==> src/rtl/phase_capture_deadlock_reporter.sv <==
// Confirms a persistent monitor block, latches info/timestamp, pulses irq and offers one report record.
// Outputs update one cycle after the qualifying edge; the record holds under report_ready backpressure until taken or cleared.
module phase_capture_deadlock_reporter #(
  parameter int AXIS_W         = 1,
  parameter int PERSIST_CYCLES = 16,
  parameter int TS_W           = 32,
  parameter int GLITCH_W       = 16
) (
  input  logic                     clock,
  input  logic                     reset,
  input  logic                     block_in,
  input  logic [AXIS_W-1:0]        axis_block_info_in,
  input  logic                     clear,
  output logic                     deadlock,
  output logic                     irq,
  output logic [AXIS_W-1:0]        deadlock_axis_info,
  output logic [TS_W-1:0]          deadlock_time,
  output logic [GLITCH_W-1:0]      glitch_count,
  output logic                     report_valid,
  input  logic                     report_ready,
  output logic [AXIS_W+TS_W-1:0]   report_data
);

  typedef enum logic [1:0] {S_IDLE, S_PENDING, S_REPORT, S_LATCHED} state_t;

  localparam logic [16:0] LAST_CNT = 17'(PERSIST_CYCLES - 1);

  state_t              state, state_nxt;
  logic [16:0]         persist_cnt, cnt_nxt;
  logic [TS_W-1:0]     ts;
  logic                capture;
  logic                glitch;

  always_ff @(posedge clock) begin
    if (reset) begin
      state       <= S_IDLE;
      persist_cnt <= '0;
    end else begin
      state       <= state_nxt;
      persist_cnt <= cnt_nxt;
    end
  end

  always_comb begin
    state_nxt = state;
    cnt_nxt   = persist_cnt;
    capture   = 1'b0;
    glitch    = 1'b0;
    case (state)
      S_IDLE: begin
        if (block_in) begin
          if (PERSIST_CYCLES == 1) begin
            state_nxt = S_REPORT;
            capture   = 1'b1;
          end else begin
            state_nxt = S_PENDING;
            cnt_nxt   = 17'd1;
          end
        end
      end
      S_PENDING: begin
        if (!block_in) begin
          state_nxt = S_IDLE;
          cnt_nxt   = '0;
          glitch    = 1'b1;
        end else if (persist_cnt == LAST_CNT) begin
          state_nxt = S_REPORT;
          cnt_nxt   = '0;
          capture   = 1'b1;
        end else begin
          cnt_nxt = persist_cnt + 17'd1;
        end
      end
      S_REPORT: begin
        if (report_ready) state_nxt = S_LATCHED;
      end
      S_LATCHED: begin
        state_nxt = S_LATCHED;
      end
      default: state_nxt = S_IDLE;
    endcase
    // Software clear overrides everything, including a detection on this edge.
    if (clear) begin
      state_nxt = S_IDLE;
      cnt_nxt   = '0;
      capture   = 1'b0;
      glitch    = 1'b0;
    end
  end

  always_ff @(posedge clock) begin
    if (reset) begin
      ts                 <= '0;
      irq                <= 1'b0;
      deadlock           <= 1'b0;
      deadlock_axis_info <= '0;
      deadlock_time      <= '0;
      glitch_count       <= '0;
    end else begin
      ts  <= ts + 1'b1;
      irq <= capture;
      if (clear) begin
        deadlock           <= 1'b0;
        deadlock_axis_info <= '0;
        deadlock_time      <= '0;
        glitch_count       <= '0;
      end else if (capture) begin
        deadlock           <= 1'b1;
        deadlock_axis_info <= axis_block_info_in;
        deadlock_time      <= ts;
      end else if (glitch && (glitch_count != {GLITCH_W{1'b1}})) begin
        glitch_count <= glitch_count + 1'b1;
      end
    end
  end

  assign report_valid = (state == S_REPORT);
  assign report_data  = {deadlock_axis_info, deadlock_time};

endmodule

==> config.mk <==
export PLATFORM = sky130hd
export DESIGN_NAME = phase_capture_deadlock_reporter
export DESIGN_NICKNAME = d
export VERILOG_FILES = /design/src/rtl/phase_capture_deadlock_reporter.sv
export SDC_FILE = /design/constraint.sdc
export NUM_CORES = 1
export LEC_CHECK = 0
export BUFFER_PORTS_ARGS = -buffer_cell sky130_fd_sc_hd__buf_2
export CORE_AREA = 2 2 102 104
export DETAILED_ROUTE_END_ITERATION = 8
export DIE_AREA = 0 0 104 106
export GPL_ROUTABILITY_DRIVEN = 0
export PLACE_DENSITY = 0.86
export SYNTH_ARGS = -nofsm -noshare
export SYNTH_HDL_FRONTEND = slang
export SYNTH_SLANG_ARGS = --single-unit
export TNS_END_PERCENT = 100
==> constraint.sdc <==
create_clock -name clock -period 2.1 [get_ports clock]
set_input_delay 0.315 -clock clock [delete_from_list [all_inputs] [get_ports clock]]
set_output_delay 0.315 -clock clock [all_outputs]
set_load 0.03 [all_outputs]
; ---- Word-level counts from Yosys, hierarchy flattened
; Cells that the tools add are included.
[totals]
ff_bits = 102
inputBits = 6
out_inout_bits = 85
elab_cells = 43
[classes]
add_sub_neg = 3
eq_ne = 8
n_mux = 16
bitwise = 1
n_reduce_logical = 7
[op_table]
columns = cell, n
row1 = 17-bit 2-to-1 mux, 3
row2 = 17-bit one-hot mux with 2 select lines, 1
row3 = "32-bit by 1-bit adder with 32-bit output, second input constant", 1
row4 = "17-bit by 1-bit adder with 17-bit output, second input constant", 1
row5 = "17-bit by 4-bit == test with 1-bit output, second input constant", 1
row6 = "16-bit by 1-bit adder with 16-bit output, second input constant", 1
row7 = "16-bit inequality test, second input constant", 1
row8 = 2-bit 2-to-1 mux, 4
row9 = 2-bit one-hot mux with 4 select lines, 1
row10 = 1-bit 2-to-1 mux, 7
row11 = "2-bit == test, second input constant", 2
row12 = 2-bit AND reduction, 2
row13 = "3-bit inequality test, second input constant", 1
row14 = 3-bit AND reduction, 1
row15 = "2-bit by 1-bit == test with 1-bit output, second input constant", 1
row16 = 2-bit zero test, 1
row17 = "2-bit by 1-bit inequality test with 1-bit output, second input constant", 1
row18 = "2-bit inequality test, second input constant", 1
row19 = 2-bit nonzero test, 1
row20 = 2-bit OR reduction, 1
row21 = 1-bit logical AND, 1
row22 = 1-bit NOT, 1

; ---- Logic depth before layout (Yosys ltp)
[logic_depth]
ltp_word = 7
ltp_mapped = 7
mapped_depth_nobuf = 5

; ---- Worst setup path before layout
; Ideal clock, no wire load.
[synth_path]
path_kind = in2reg
from = input block_in
to = register glitch_count[6]
setup_time_ns = 0.070
arrival_ns = 1.931
t_required_ns = 2.030
setup_slack_ns = 0.098
path_stages = 6
path_buffers = 2
path_cell_list = buf_6 > or4b_1 > buf_2 > or2_4 > or4_1 > a21oi_1
[synth_via]
elab_chain_len = 5
word_cells_on_any_way = 9
classes_between = 6 x mux / 1 x bitwise / 2 x reduce/logical
[synth_lines]
columns = element, line_no
row1 = "start, declared", 11  ; input logic block_in,
row2 = 1-bit 2-to-1 mux, 62  ; if (!block_in) begin
row3 = 1-bit 2-to-1 mux, 49  ; case (state)
row4 = 1-bit 2-to-1 mux, 83  ; if (clear) begin
row5 = 1-bit logical AND or 1-bit NOT (tied branches), n/a
row6 = 2-bit AND reduction (no line) (*), n/a
row7 = "end signal, assigned", 112  ; glitch_count <= glitch_count + 1'b1;
row8 = "end, declared", 18  ; output logic [GLITCH_W-1:0] glitch_count,
; Every way passes the cells marked *; elsewhere a longest branch is shown, timed or not.
; A chain may end at the register's enable or synchronous reset.

; ---- Final worst setup path
[layout_path]
from = register state[1]
to = register glitch_count[6]
[layout_via]
elab_chain_len = 5
word_cells_on_any_way = 8
classes_between = 1 x eq/ne / 4 x mux / 1 x bitwise / 2 x reduce/logical
[layout_lines]
columns = element, line_no
row1 = "start, declared", 28  ; state_t state, state_nxt;
row2 = "start signal, assigned", 39  ; state <= state_nxt;
row3 = 2-bit by 1-bit == test with 1-bit output (*), 49
row4 = 1-bit 2-to-1 mux, 49
row5 = 1-bit 2-to-1 mux, 83
row6 = 1-bit logical AND or 1-bit NOT (tied branches), n/a
row7 = 2-bit AND reduction (no line) (*), n/a
; Marks and branches as above.

==> flow_summary_export.csv <==
group,metric,value,unit
clock_network,clk_latency,0.37,ns
worst_setup_path,timing.rr.end,"glitch_count[6]",
clock_network,post_cts_buffers,0,
synth,synthCells,585,
route,drtIter0Drc,258,
worst_setup_path,crit_type,"reg -> reg",
place,placedCellCount,761,
route,drtPass1Iterations,5,
min_path,hold_path_class,"in -> reg",
power_and_ir_drop,seq_power_share,53.7,%
grt,antenna_found_initial,0,
grt,first_global_vias,4185,
floorplan,start_util,48.50,%
power_and_ir_drop,p_sw,749.6,uW
floorplan,dieWidth,104,um
synth,ys_seq_area_share,42.11,%
power_and_ir_drop,p_per_area,661.5,mW/mm^2
sta,setup_tns,0,ns
sta,setup_viol,0,
cells_and_area,drive_above_1_share,21.68,%
sta,hold_violations,0,
power_and_ir_drop,vdd_drop_max,0.0003937,V
synth,ys_top_cells_by_area,"dfxtp_1 42%, a21oi_1 6.9%, nand3_1 6.3%, o21ai_0 5.2%, buf_4 5.1%",
synth,ys_seq_elements,102,
route,post_drt_wl_per_cell,14.47,um
worst_setup_path,slowest_stage,"or4b_1",
synth,yosysTopAreaCellShare,42.11,%
worst_setup_path,endpoint_kind,"flop",
synth,synth_area,0.004850,sq mm
clock_network,cts-root-buf,"clkbuf_8",
route,dr_wl_met2,5555,um
worst_setup_path,critPathMaxFanout,6,
worst_setup_path,crit_start,"state[1]",
power_and_ir_drop,switching_share,20.66,%
clock_network,cts_sinks,102,
sta,skew,0.01406,ns
sta,fin_hold_ws,0.2085,ns
route,drc,0,
route,wirelength,11250,um
floorplan,dieArea,0.01102,sq mm
sta,slew_viol_final,0,
place,placed_area,0.005223,sq mm
route,ant_nets,0,
cells_and_area,stdcell_area,0.005484,sq mm
place,dpl.hpwl,7787,um
sta,slew_headroom,62.64,%
power_and_ir_drop,internal_power,2878,uW
worst_setup_path,crit_end,"glitch_count[6]",
run_status,run_status,"finished, final reports clean",
cells_and_area,syn_to_final_growth,13.08,%
worst_setup_path,timing.rr.start,"state[1]",
floorplan,die_y,106,um
worst_setup_path,critical_path_required,2.40,ns
floorplan,pin_count,91,
sta,rsz0062_at_grt,"false",
worst_setup_path,reg2reg_slack,0.11,ns
worst_setup_path,cp.arrival,2.28,ns
synth,synthDistinctLibCells,45,
synth,synth_edf_count,0,
synth,syn_nets,594,
min_path,hold_depth,3,
synth,synth_flop_cell,"dfxtp_1",
worst_setup_path,critical_path_depth,4,
worst_setup_path,start_kind,"flop",
worst_setup_path,crit_family,"simple AND/OR/NAND/NOR gates",
power_and_ir_drop,leakage,0.002035,uW
grt,grt_use_total,20.43,%
power_and_ir_drop,p_clk_share,43.8,%
power_and_ir_drop,combPwrFrac,2.5,%
worst_setup_path,cp_num_buf_inv,0,
synth,synth.largest_area_cell,"dfxtp_1",
sta,fmax,503.3,MHz
route,via_count,4529,
worst_setup_path,cpPeakStageDelay,0.58,ns
clock_network,cts_resized,0,
route,wl_met1,5012,um
clock_network,ctsHoldBuffers,0,
clock_network,htreeDepth,3,
worst_setup_path,critical_path.cell_chain,"or4b_1 > or2_4 > or4_1 > a21oi_1",
synth,async_flop_share,0,%
grt,grt_pass1_wl,18850,um
synth,yosysWarningCount,0,
clock_network,cts_buffers,9,
grt,grt.overflow.total,0,
grt,grt_max_degree,54,
power_and_ir_drop,finalPower,3628,uW
cells_and_area,diodes,0,
worst_setup_path,reg2regPathDepth,4,
floorplan,core-area,0.01000,sq mm
place,port_buffers,90,
clock_network,cts_tree,"done",
synth,syn_avg_cell_area,8.290,sq um
sta,tightest_slew,0.5605,ns
sta,period_minus_slack,1.987,ns
sta,period_share,94.61,%
clock_network,clk_pin_slew,0.09,ns
min_path,min_from,"axis_block_info_in",
cells_and_area,fin_nets,645,
floorplan,rows,37,
route,viasPerCell,5.829,
route,topRoutingLayerUsed,"met4",
route,met3WireLength,522,um
job,max_cap_violations,0,
clock_network,cts.path.max_buffers,2,
cells_and_area,fin_cells,777,
-- tightest hold or removal path: stages --
cell and delay, ns:
buf_2 0.10, nand3_1 0.06, a21oi_1 0.05
-- area by class of cell --
type	count	area, sq um
clock buffers	10	127.6
clock inverters	6	133.9
fillers	920	4516
inverters	9	33.78
multi-input cells	405	2384
flip-flops and latches	102	2042
well taps	136	170.2
repair buffers	109	593.1
-- how the worst min path moves through the flow --
stage                                     to  slack, ns
final                     deadlock_axis_info       0.21
after CTS                 deadlock_axis_info       0.20
after detailed placement   deadlock_time[12]       0.48
after global placement     deadlock_time[22]       0.47
after floorplan                        ts[0]       0.45
after global routing      deadlock_axis_info       0.21
-- cell usage in the layout (no fill, tap or decap), types with 2 or more instances in the layout --
cell and instances:
or4b_1 2, dfxtp_1 102, xor2_1 9, or3_1 14
buf_2 90, mux2_2 8, or4_1 18, and4_1 12
nor2b_1 9, inv_1 9, bufinv_16 4, ha_1 3
and3_1 4, o31ai_1 14, xnor2_1 9, clkbuf_8 9
nand3_1 61, nand2_1 24, and2_1 2, nor3_1 12
a21oi_1 67, mux2i_1 2, nor2_1 36, o21ai_0 50
nand4_1 19, o211a_1 2, or2_2 3, nor4_1 9
buf_4 19
-- through the flow --
stage                     setup slack [ns]  util, %
after global placement              0.1286    52.23
after CTS                           0.1161    54.84
after floorplan                    0.09815        -
final                               0.1133    54.84
after global routing               0.02172    54.84
after detailed placement           0.06293    52.23
-- kinds of logic after synthesis --
logic type | after synthesis | synth area share, %
xor gates and xnor gates | 18 | 3.251
muxes | 10 | 2.270
AOI/OAI and AO/OA | 142 | 16.20
adders and majority gates | 3 | 0.7741
and+or+nand+nor | 232 | 26.60
DFF | 102 | 42.11
buffers and inverters | 78 | 8.798
-- power by group through the flow --
| stage | clock, uW | combinational [uW] | sequential [uW] |
|---|---|---|---|
| after floorplan | 0 | 63.8 | 1990 |
| after global placement | 0 | 86.7 | 1990 |
| after detailed placement | 0 | 90.9 | 1990 |
| after CTS | 1600 | 91.9 | 1950 |
| after global routing | 1700 | 102 | 1950 |
| final | 1590 | 92.5 | 1950 |
-- synth_stat cells (9+ instances only) --
library cell  count
inv_1             9
nor2_1           37
clkbuf_1         31
nand2_1          24
or4_1            18
or3_1            14
o21ai_0          50
xnor2_1           9
dfxtp_1         102
nand4_1          19
buf_4            33
nand3_1          61
a21oi_1          67
nor4_1            9
o31ai_1          14
xor2_1            9
nor2b_1           9
nor3_1           12
and4_1           12
-- flip-flops by register name, summed over array words and instances, names as in the netlist --
register	cells
deadlock_time	32
ts	32
persist_cnt	17
glitch_count	16
state	2
deadlock	1
deadlock_axis_info	1
irq	1
-- routing by layer --
metal / up-vias / track usage [%]
li1: 2210 / -
met2: 139 / 35.39
met4: 0 / 8.880
met5: - / 0
met3: 11 / 3.495
met1: 2169 / 25.05
No activity file was read; power rests on OpenSTA's default activity.
